`src/rtl/display_compositor.sv`:
```
// display_compositor
//   Composites N_LAYERS sprite layers over a camera/black background by fixed
//   priority (layer 0 highest) with an optional per-layer 50% blend, and owns
//   the START/PLAY/WIN/LOSE game-phase FSM that picks the full-screen output.
//   Two-stage pixel pipeline: hcount/vcount/pixel appear 2 cycles after input.
// Ports
//   clk_in, rst_n_in            pixel clock, async active-low reset
//   hcount_in, vcount_in        pixel coordinates
//   nf_in                       new-frame pulse; phase changes commit here only
//   ir_in                       decoded IR code (level)
//   attack_valid_in             attack registered this cycle
//   player/opponent_health_in   health values
//   layer_valid/blend/color_in  per-layer coverage, blend enable, RGB[24i+:24]
//   camera_en_in, camera_pixel_in  background source select and camera RGB
//   start/win/lose_color_in     full-screen pixels for the non-PLAY phases
//   phase_out                   0 START, 1 PLAY, 2 WIN, 3 LOSE
//   hcount_out, vcount_out, pixel_out  pipelined coordinates and composited RGB
module display_compositor #(
  parameter int unsigned N_LAYERS   = 4,
  parameter int unsigned HEALTH_W   = 3,
  parameter int unsigned BORDER_H   = 960,
  parameter int unsigned BORDER_V   = 640,
  parameter logic [31:0] START_KEY0 = 32'h20DF_5BA4,
  parameter logic [31:0] START_KEY1 = 32'h20DF_5AA5,
  parameter logic [31:0] RESET_KEY  = 32'h20DF_10EF
) (
  input  logic                     clk_in,
  input  logic                     rst_n_in,
  input  logic [10:0]              hcount_in,
  input  logic [9:0]               vcount_in,
  input  logic                     nf_in,
  input  logic [31:0]              ir_in,
  input  logic                     attack_valid_in,
  input  logic [HEALTH_W-1:0]      player_health_in,
  input  logic [HEALTH_W-1:0]      opponent_health_in,
  input  logic [N_LAYERS-1:0]      layer_valid_in,
  input  logic [N_LAYERS-1:0]      layer_blend_in,
  input  logic [24*N_LAYERS-1:0]   layer_color_in,
  input  logic                     camera_en_in,
  input  logic [23:0]              camera_pixel_in,
  input  logic [23:0]              start_color_in,
  input  logic [23:0]              win_color_in,
  input  logic [23:0]              lose_color_in,
  output logic [1:0]               phase_out,
  output logic [10:0]              hcount_out,
  output logic [9:0]               vcount_out,
  output logic [23:0]              pixel_out
);

  typedef enum logic [1:0] {
    PH_START = 2'd0,
    PH_PLAY  = 2'd1,
    PH_WIN   = 2'd2,
    PH_LOSE  = 2'd3
  } phase_e;

  // ---------------------------------------------------------------------------
  // Game-phase FSM
  // ---------------------------------------------------------------------------
  phase_e phase_q, phase_d;
  phase_e req_phase_q, req_phase_d;
  logic   req_valid_q, req_valid_d;
  logic   ever_attack_q, ever_attack_d;

  phase_e req_now;
  logic   req_now_valid;
  phase_e eff_phase;
  logic   eff_valid;

  always_comb begin
    req_now_valid = 1'b0;
    req_now       = PH_START;
    case (phase_q)
      PH_START: begin
        if (ir_in == START_KEY0 || ir_in == START_KEY1) begin
          req_now_valid = 1'b1;
          req_now       = PH_PLAY;
        end
      end
      PH_PLAY: begin
        // Both healths at zero is a draw: no request, stay in PLAY.
        if (ever_attack_q) begin
          if (player_health_in == '0 && opponent_health_in != '0) begin
            req_now_valid = 1'b1;
            req_now       = PH_LOSE;
          end else if (opponent_health_in == '0 && player_health_in != '0) begin
            req_now_valid = 1'b1;
            req_now       = PH_WIN;
          end
        end
      end
      default: begin
        if (ir_in == RESET_KEY) begin
          req_now_valid = 1'b1;
          req_now       = PH_START;
        end
      end
    endcase
  end

  // A held request takes precedence; a request arriving on the nf_in cycle
  // itself commits straight away without passing through the register.
  always_comb begin
    eff_valid     = req_valid_q | req_now_valid;
    eff_phase     = req_valid_q ? req_phase_q : req_now;
    phase_d       = phase_q;
    req_valid_d   = req_valid_q;
    req_phase_d   = req_phase_q;
    ever_attack_d = ever_attack_q;
    if (nf_in && eff_valid) begin
      phase_d     = eff_phase;
      req_valid_d = 1'b0;
      if (eff_phase == PH_START) ever_attack_d = 1'b0;
    end else if (!req_valid_q && req_now_valid) begin
      req_valid_d = 1'b1;
      req_phase_d = req_now;
    end
    if (phase_q == PH_PLAY && attack_valid_in) ever_attack_d = 1'b1;
  end

  always_ff @(posedge clk_in or negedge rst_n_in) begin
    if (!rst_n_in) begin
      phase_q       <= PH_START;
      req_phase_q   <= PH_START;
      req_valid_q   <= 1'b0;
      ever_attack_q <= 1'b0;
    end else begin
      phase_q       <= phase_d;
      req_phase_q   <= req_phase_d;
      req_valid_q   <= req_valid_d;
      ever_attack_q <= ever_attack_d;
    end
  end

  // ---------------------------------------------------------------------------
  // Pixel stage 1: priority select, single-level blend, border detect
  // ---------------------------------------------------------------------------
  logic [23:0] bg;
  logic        sel_found, sel_blend, below_found;
  logic [23:0] sel_color, below_color;
  logic [23:0] blend_px;
  logic [23:0] comp_d;
  logic        border_d;

  always_comb begin
    bg          = camera_en_in ? camera_pixel_in : '0;
    sel_found   = 1'b0;
    sel_blend   = 1'b0;
    sel_color   = '0;
    below_found = 1'b0;
    below_color = bg;
    for (int unsigned i = 0; i < N_LAYERS; i++) begin
      if (layer_valid_in[i]) begin
        if (!sel_found) begin
          sel_found = 1'b1;
          sel_blend = layer_blend_in[i];
          sel_color = layer_color_in[24*i +: 24];
        end else if (!below_found) begin
          below_found = 1'b1;
          below_color = layer_color_in[24*i +: 24];
        end
      end
    end
    blend_px = '0;
    for (int unsigned c = 0; c < 3; c++) begin
      blend_px[8*c +: 8] =
        8'(({1'b0, sel_color[8*c +: 8]} + {1'b0, below_color[8*c +: 8]}) >> 1);
    end
    if (!sel_found)     comp_d = bg;
    else if (sel_blend) comp_d = blend_px;
    else                comp_d = sel_color;
    border_d = (hcount_in == 11'(BORDER_H) && vcount_in <= 10'(BORDER_V)) ||
               (vcount_in == 10'(BORDER_V) && hcount_in <= 11'(BORDER_H));
  end

  logic [23:0] comp_q, start_q, win_q, lose_q;
  logic        border_q;
  logic [10:0] h1_q;
  logic [9:0]  v1_q;

  always_ff @(posedge clk_in or negedge rst_n_in) begin
    if (!rst_n_in) begin
      comp_q   <= '0;
      start_q  <= '0;
      win_q    <= '0;
      lose_q   <= '0;
      border_q <= 1'b0;
      h1_q     <= '0;
      v1_q     <= '0;
    end else begin
      comp_q   <= comp_d;
      start_q  <= start_color_in;
      win_q    <= win_color_in;
      lose_q   <= lose_color_in;
      border_q <= border_d;
      h1_q     <= hcount_in;
      v1_q     <= vcount_in;
    end
  end

  // ---------------------------------------------------------------------------
  // Pixel stage 2: full-screen mux on the current phase
  // ---------------------------------------------------------------------------
  logic [23:0] pixel_d;
  logic [23:0] pixel_q;
  logic [10:0] h2_q;
  logic [9:0]  v2_q;

  always_comb begin
    pixel_d = '0;
    case (phase_q)
      PH_START: pixel_d = start_q;
      PH_WIN:   pixel_d = win_q;
      PH_LOSE:  pixel_d = lose_q;
      default:  pixel_d = border_q ? '1 : comp_q;
    endcase
  end

  always_ff @(posedge clk_in or negedge rst_n_in) begin
    if (!rst_n_in) begin
      pixel_q <= '0;
      h2_q    <= '0;
      v2_q    <= '0;
    end else begin
      pixel_q <= pixel_d;
      h2_q    <= h1_q;
      v2_q    <= v1_q;
    end
  end

  assign phase_out  = phase_q;
  assign pixel_out  = pixel_q;
  assign hcount_out = h2_q;
  assign vcount_out = v2_q;

endmodule

```
`config.mk`:
```
export PLATFORM = sky130hd
export DESIGN_NAME = display_compositor
export DESIGN_NICKNAME = d
export VERILOG_FILES = /design/src/rtl/display_compositor.sv
export SDC_FILE = /design/constraint.sdc
export NUM_CORES = 1
export LEC_CHECK = 0
export CORE_MARGIN = 2
export CORE_UTILIZATION = 48
export CTS_CLUSTER_SIZE = 14
export DETAILED_ROUTE_END_ITERATION = 6
export HOLD_SLACK_MARGIN = 0.06
export PLACE_DENSITY_LB_ADDON = 0.1
export SLEW_MARGIN = 25
export SYNTH_ARGS = -nofsm -noshare
export SYNTH_HDL_FRONTEND = slang
export SYNTH_SLANG_ARGS = --single-unit
```
`constraint.sdc`:
```
create_clock -name clk_in -period 4.7 [get_ports clk_in]
set_input_delay 0.94 -clock clk_in [delete_from_list [all_inputs] [get_ports clk_in]]
set_output_delay 0.94 -clock clk_in [all_outputs]
set_load 0.01 [all_outputs]
```
; Word-level counts from Yosys, hierarchy flattened
; Index checks and enable logic that the tools add are counted.
[totals]
out_inout_bits = 47
inputBits = 264
regBits = 169
wordCells = 102
[op_classes]
bitwise = 2
order_cmp = 2
n_eq_ne = 8
addsub = 3
n_reduce_logical = 21
muxes = 52
[ops]
columns = operator, count
row1 = two-way mux 24 bit, 19
row2 = equality test 32 x 30 -> 1 bit (second input constant), 3
row3 = case mux 24 bit (3 select lines), 1
row4 = adder 8 x 8 -> 9 bit, 3
row5 = two-way mux 1 bit, 26
row6 = equality test 11 x 10 -> 1 bit (second input constant), 1
row7 = <= comparator 11 x 10 -> 1 bit (second input constant), 1
row8 = equality test 10 bit (second input constant), 1
row9 = <= comparator 10 bit (second input constant), 1
row10 = two-way mux 2 bit, 4
row11 = logical AND 1 bit, 7
row12 = zero test 3 bit, 2
row13 = nonzero test 2 bit, 3
row14 = nonzero test 3 bit, 2
row15 = equality test 2 bit (second input constant), 2
row16 = zero test 2 bit, 2
row17 = case mux 2 bit (2 select lines), 1
row18 = AND reduction 2 bit, 2
row19 = equality test 2 x 1 -> 1 bit (second input constant), 1
row20 = logical OR 1 bit, 2
row21 = case mux 1 bit (2 select lines), 1
row22 = zero test 1 bit, 1
row23 = inverter 1 bit, 1
row24 = OR 1 bit, 1

; Depth between registers and ports, before layout
[depth]
ltp_word = 12
ltp_mapped = 17
ltp_nobuf = 15

; Least setup slack after synthesis
; OpenSTA, ideal clock, no wires.
[synth_timing]
path_type = input to register
startpoint = in layer_valid_in[1]
endpoint = reg comp_q[23]
required_time_ps = 4568
path_buffers = 3
stages = 13
arrival_time_ps = 3750
setup_ps = 132
path_slack_ps = 818
path_cell_list = buf_4 -> buf_4 -> o211ai_1 -> clkbuf_1 -> mux2_2 -> fa_1 -> a21o_1 -> a21o_1 -> a21o_1 -> a21oi_1 -> o21bai_1 -> a211oi_1 -> o22ai_1
[synth_between]
elab_chain_len = 10
elab_cells_between_ends = 26
cone_classes = 1 x add/sub / 25 x mux
[synth_lines]
columns = element, line
row1 = "start, declared", 36  ; input logic [N_LAYERS-1:0] layer_valid_in,
row2 = two-way mux 24 bit / two-way mux 1 bit (equally long branches), 153  ; if (layer_valid_in[i]) begin
row3 = two-way mux 24 bit, 158  ; end else if (!below_found) begin
row4 = two-way mux 24 bit, 154  ; if (!sel_found) begin
row5 = two-way mux 24 bit, 153
row6 = two-way mux 24 bit, 158
row7 = two-way mux 24 bit, 154
row8 = two-way mux 24 bit, 153
row9 = adder 8 x 8 -> 9 bit, 167  ; 8'(({1'b0, sel_color[8*c +: 8]} + {1'b0, below_color[8*c +: 8]}) >> 1);
row10 = two-way mux 24 bit, 170  ; else if (sel_blend) comp_d = blend_px;
row11 = two-way mux 24 bit (*), 169  ; if (!sel_found) comp_d = bg;
row12 = net comp_d[23], 142  ; logic [23:0] comp_d;
row13 = "end signal, assigned", 191  ; comp_q <= comp_d;
row14 = "end, declared", 176  ; logic [23:0] comp_q, start_q, win_q, lose_q;
; Mark *: on every way through the listed nets, which the timed path passes. The rest lies on a longest branch.
; A chain may end at the register's enable or synchronous reset.

; Worst setup path in the final report
[layout_timing]
startpoint = in layer_valid_in[2]
endpoint = reg comp_q[7]
[layout_between]
elab_chain_len = 7
elab_cells_between_ends = 16
cone_classes = 1 x add/sub / 15 x mux
[layout_lines]
columns = element, line
row1 = two-way mux 24 bit / two-way mux 1 bit (equally long branches), 153
row2 = two-way mux 24 bit, 158
row3 = two-way mux 24 bit, 154
row4 = two-way mux 24 bit, 153
row5 = adder 8 x 8 -> 9 bit, 167
row6 = two-way mux 24 bit, 170
row7 = two-way mux 24 bit (*), 169
row8 = net comp_d[7], 142
; Marks and branches as above.

==> results by group <==
Outcome
  – Outcome: finished, final reports clean

CTS
  – CTS Buffer Depth: 2
  – Htree depth: 4
  – CTS Buf Count: 17
  – Worst-Skew Late Latency: 0.43 ns
  – Clk pin slew, worst setup/hold paths: 0.07 ns
  – Post-CTS Setup Inserts: 0
  – Clock sink total: 169
  – CTS Hold Bufs: 0
  – Root Driver: clkbuf_16
  – TritonCTS clock tree: done
  – Post-CTS sizing: 0

Setup path
  – Startpoint types: primary input
  – CP max FO: 19
  – Worst EP required: 4.97 ns
  – Crit end category: flop
  – Worst path arrival time: 4.27 ns
  – WS Path Type: in -> reg

Synth
  – Mapped Area: 8163 µm²
  – Yosys top cell area share: 51.81%
  – Top cells by count, synth: dfrtp_1, nor2_1, nand2_1, mux2_2, a21oi_1
  – Number of synthesized flops with an enable pin: 0
  – Warnings, synthesis: 0
  – Synthesized net count: 1,072
  – Cells after synthesis: 782
  – Syn Area/Cell: 10.44 µm²
  – Distinct cells, synth: 68
  – Top-count cell post-synth: dfrtp_1
  – Sequential area share after synthesis: 51.81%
  – Synth area leader: dfrtp_1
  – Ys flop type: dfrtp_1
  – Number of synthesized register bits: 169
  – Synth area leaders: dfrtp_1, mux2_2, nor2_1
  – Ys async rst share: 100.0%

Final layout
  – NumNets Final: 1,376
  – # diodes: 0
  – Layout cell share with drive strength beyond 1: 11.74%
  – # fillers: 1,171
  – Synthesis-to-finish area growth: 48.25%
  – Final Cell Area: 12,100 µm²
  – Finished Layout Cells: 1,319

Place
  – Dpl cells: 1,287
  – Number of port buffers: 310
  – Placed Area: 11,520 µm²
  – RePlAce Congestion: 0.9576
  – Hpwl dp: 19,140 µm

Global routing
  – Largest net degree at the start of global routing: 111
  – Global-route wire length before repair: 38,960 µm
  – Total grt overflow: 0
  – Initial antenna violation count: 0
  – Vias in the first global route: 7,148
  – Total GRT Usage: 28.26%

STA
  – Tmin final: 3.999 ns
  – RSZ-0062 raised after global routing: false
  – Clock skew: 0.01054 ns
  – Final Max Slew Viols: 0
  – Final setup violation count: 0
  – Fin Setup TNS: 0 ns
  – Worst-margin pin slew: 1.023 ns
  – Hold WS: 0.3393 ns
  – Relative slew margins: 31.79%
  – Max Fclk: 250.0 MHz
  – Hold Fails Final Rpt: 0
  – Tcrit/Tclk final: 85.09%

Floorplanning
  – Initial Utilization: 49.22%
  – Die area: 18,060 µm²
  – FP Rows: 47
  – Io pins: 311
  – Die X: 134.4 µm
  – Core area: 16,580 µm²
  – Height of the chip: 134.4 µm

Power
  – Peak supply drop: 0.2379 mV
  – PD cells: 310.4 nW/µm²
  – Power consumption: 3756 µW
  – Pleak: 0.005091 µW

Route
  – Post-route antenna net violation count: 0
  – Final wirelength: 25,120 µm
  – First DRT Iteration DRCs: 508
  – Drt wl/cell: 19.04 µm
  – Vias per cell: 5.481
  – Drc violations: 0
  – DR pass1 iterations: 7
  – Via count: 7,230

Min path
  – Worst hold path type: reg -> reg

Job
  – Max Cap Viol: 0
-- worst max-delay path, stage by stage --
cell and delay (ns):
clkdlybuf4s50_1 0.65, o21a_2 0.44, buf_4 0.22, nor2_1 0.05, a21oi_1 0.10, o21ai_0 0.08, mux2_2 0.28, ha_1 0.35
nor2b_1 0.15, o21ai_0 0.20, a21boi_0 0.11, o21ai_0 0.20, a21oi_1 0.11, o21ai_0 0.17, a21oi_1 0.08, o21bai_1 0.15
-- layout make-up --
cell class	instances	area, µm²	share of cell area, %
Tap cell	220	275.3	2.275
Clock inverter	15	152.6	1.261
Clock buffer	17	425.4	3.515
Multi-Input combinational cell	549	3666	30.29
Timing Repair Buffer	336	3304	27.31
Sequential cell	169	4229	34.95
Inverter	13	48.80	0.4032
-- state kept, by name, summed over array words and instances, names as in the netlist --
register and cells:
phase_out 2, hcount_out 11, start_q 24, vcount_out 10
req_valid_q 1, pixel_out 24, win_q 24, ever_attack_q 1
border_q 1, comp_q 24, lose_q 24, h1_q 11
req_phase_q 2, v1_q 10
-- layout by cell type, fill, tap and decap left out, types with 6 or more instances in the layout --
cell / n
nand2_1: 73
dfrtp_1: 169
ha_1: 23
clkbuf_16: 17
o21ai_0: 36
a211oi_1: 7
buf_4: 25
a22oi_1: 23
o221ai_1: 16
a21o_1: 8
a21oi_1: 42
xnor2_1: 11
a221o_1: 21
nor2_1: 110
mux2_2: 49
o22ai_1: 27
nand3_1: 11
clkdlybuf4s50_1: 307
xor2_1: 6
inv_1: 12
-- kinds of logic after synthesis --
| family | share of synthesized area, % |
|---|---|
| buffers and inverters | 3.495 |
| adder cells (fa/ha/maj) | 4.384 |
| AND/OR/NAND/NOR | 12.78 |
| XOR/XNOR | 2.023 |
| AO/OA/AOI/OAI | 18.75 |
| flip-flops | 51.81 |
| multiplexers | 6.760 |
-- layer usage --
layer / track usage (%) / up-vias / part of all wire [%]
met5: 0 / - / 0
met4: 7.836 / 0 / 1.6
met3: 5.367 / 33 / 8.6
met2: 47.90 / 381 / 49
li1: - / 3437 / -
met1: 37.34 / 3379 / 41
-- stage by stage --
stage / worst slack, ns / util (%)
6_report: 0.7007 / 72.97
4_1_cts: 0.7258 / 72.94
3_5_place_dp: 0.2708 / 69.46
5_1_grt: 0.4207 / 72.97
3_3_place_gp: 0.3397 / 69.44
2_1_floorplan: 0.8177 / -
-- power by group --
group	switching, µW	total, µW	internal [µW]
Combinational	367	819	453
Clock	637	1340	707
Sequential	34.7	1590	1560
Total	1040	3760	2720
-- path summary, 6_finish.rpt --
check | startpoint | to | slack, ns | cells after the start
max | layer_valid_in[2] | comp_q[7] | 0.70 | 16
max reg2reg | phase_out[1] | phase_out[1] | 2.19 | 7
min reg2reg | v1_q[8] | vcount_out[8] | 0.34 | 0
max in group asynchronous | rst_n_in | comp_q[10] | 3.25 | 2
min in group asynchronous | rst_n_in | hcount_out[1] | 0.64 | 1
min | v1_q[8] | vcount_out[8] | 0.34 | 0
Note: power is estimated with default switching activity, not from simulation.
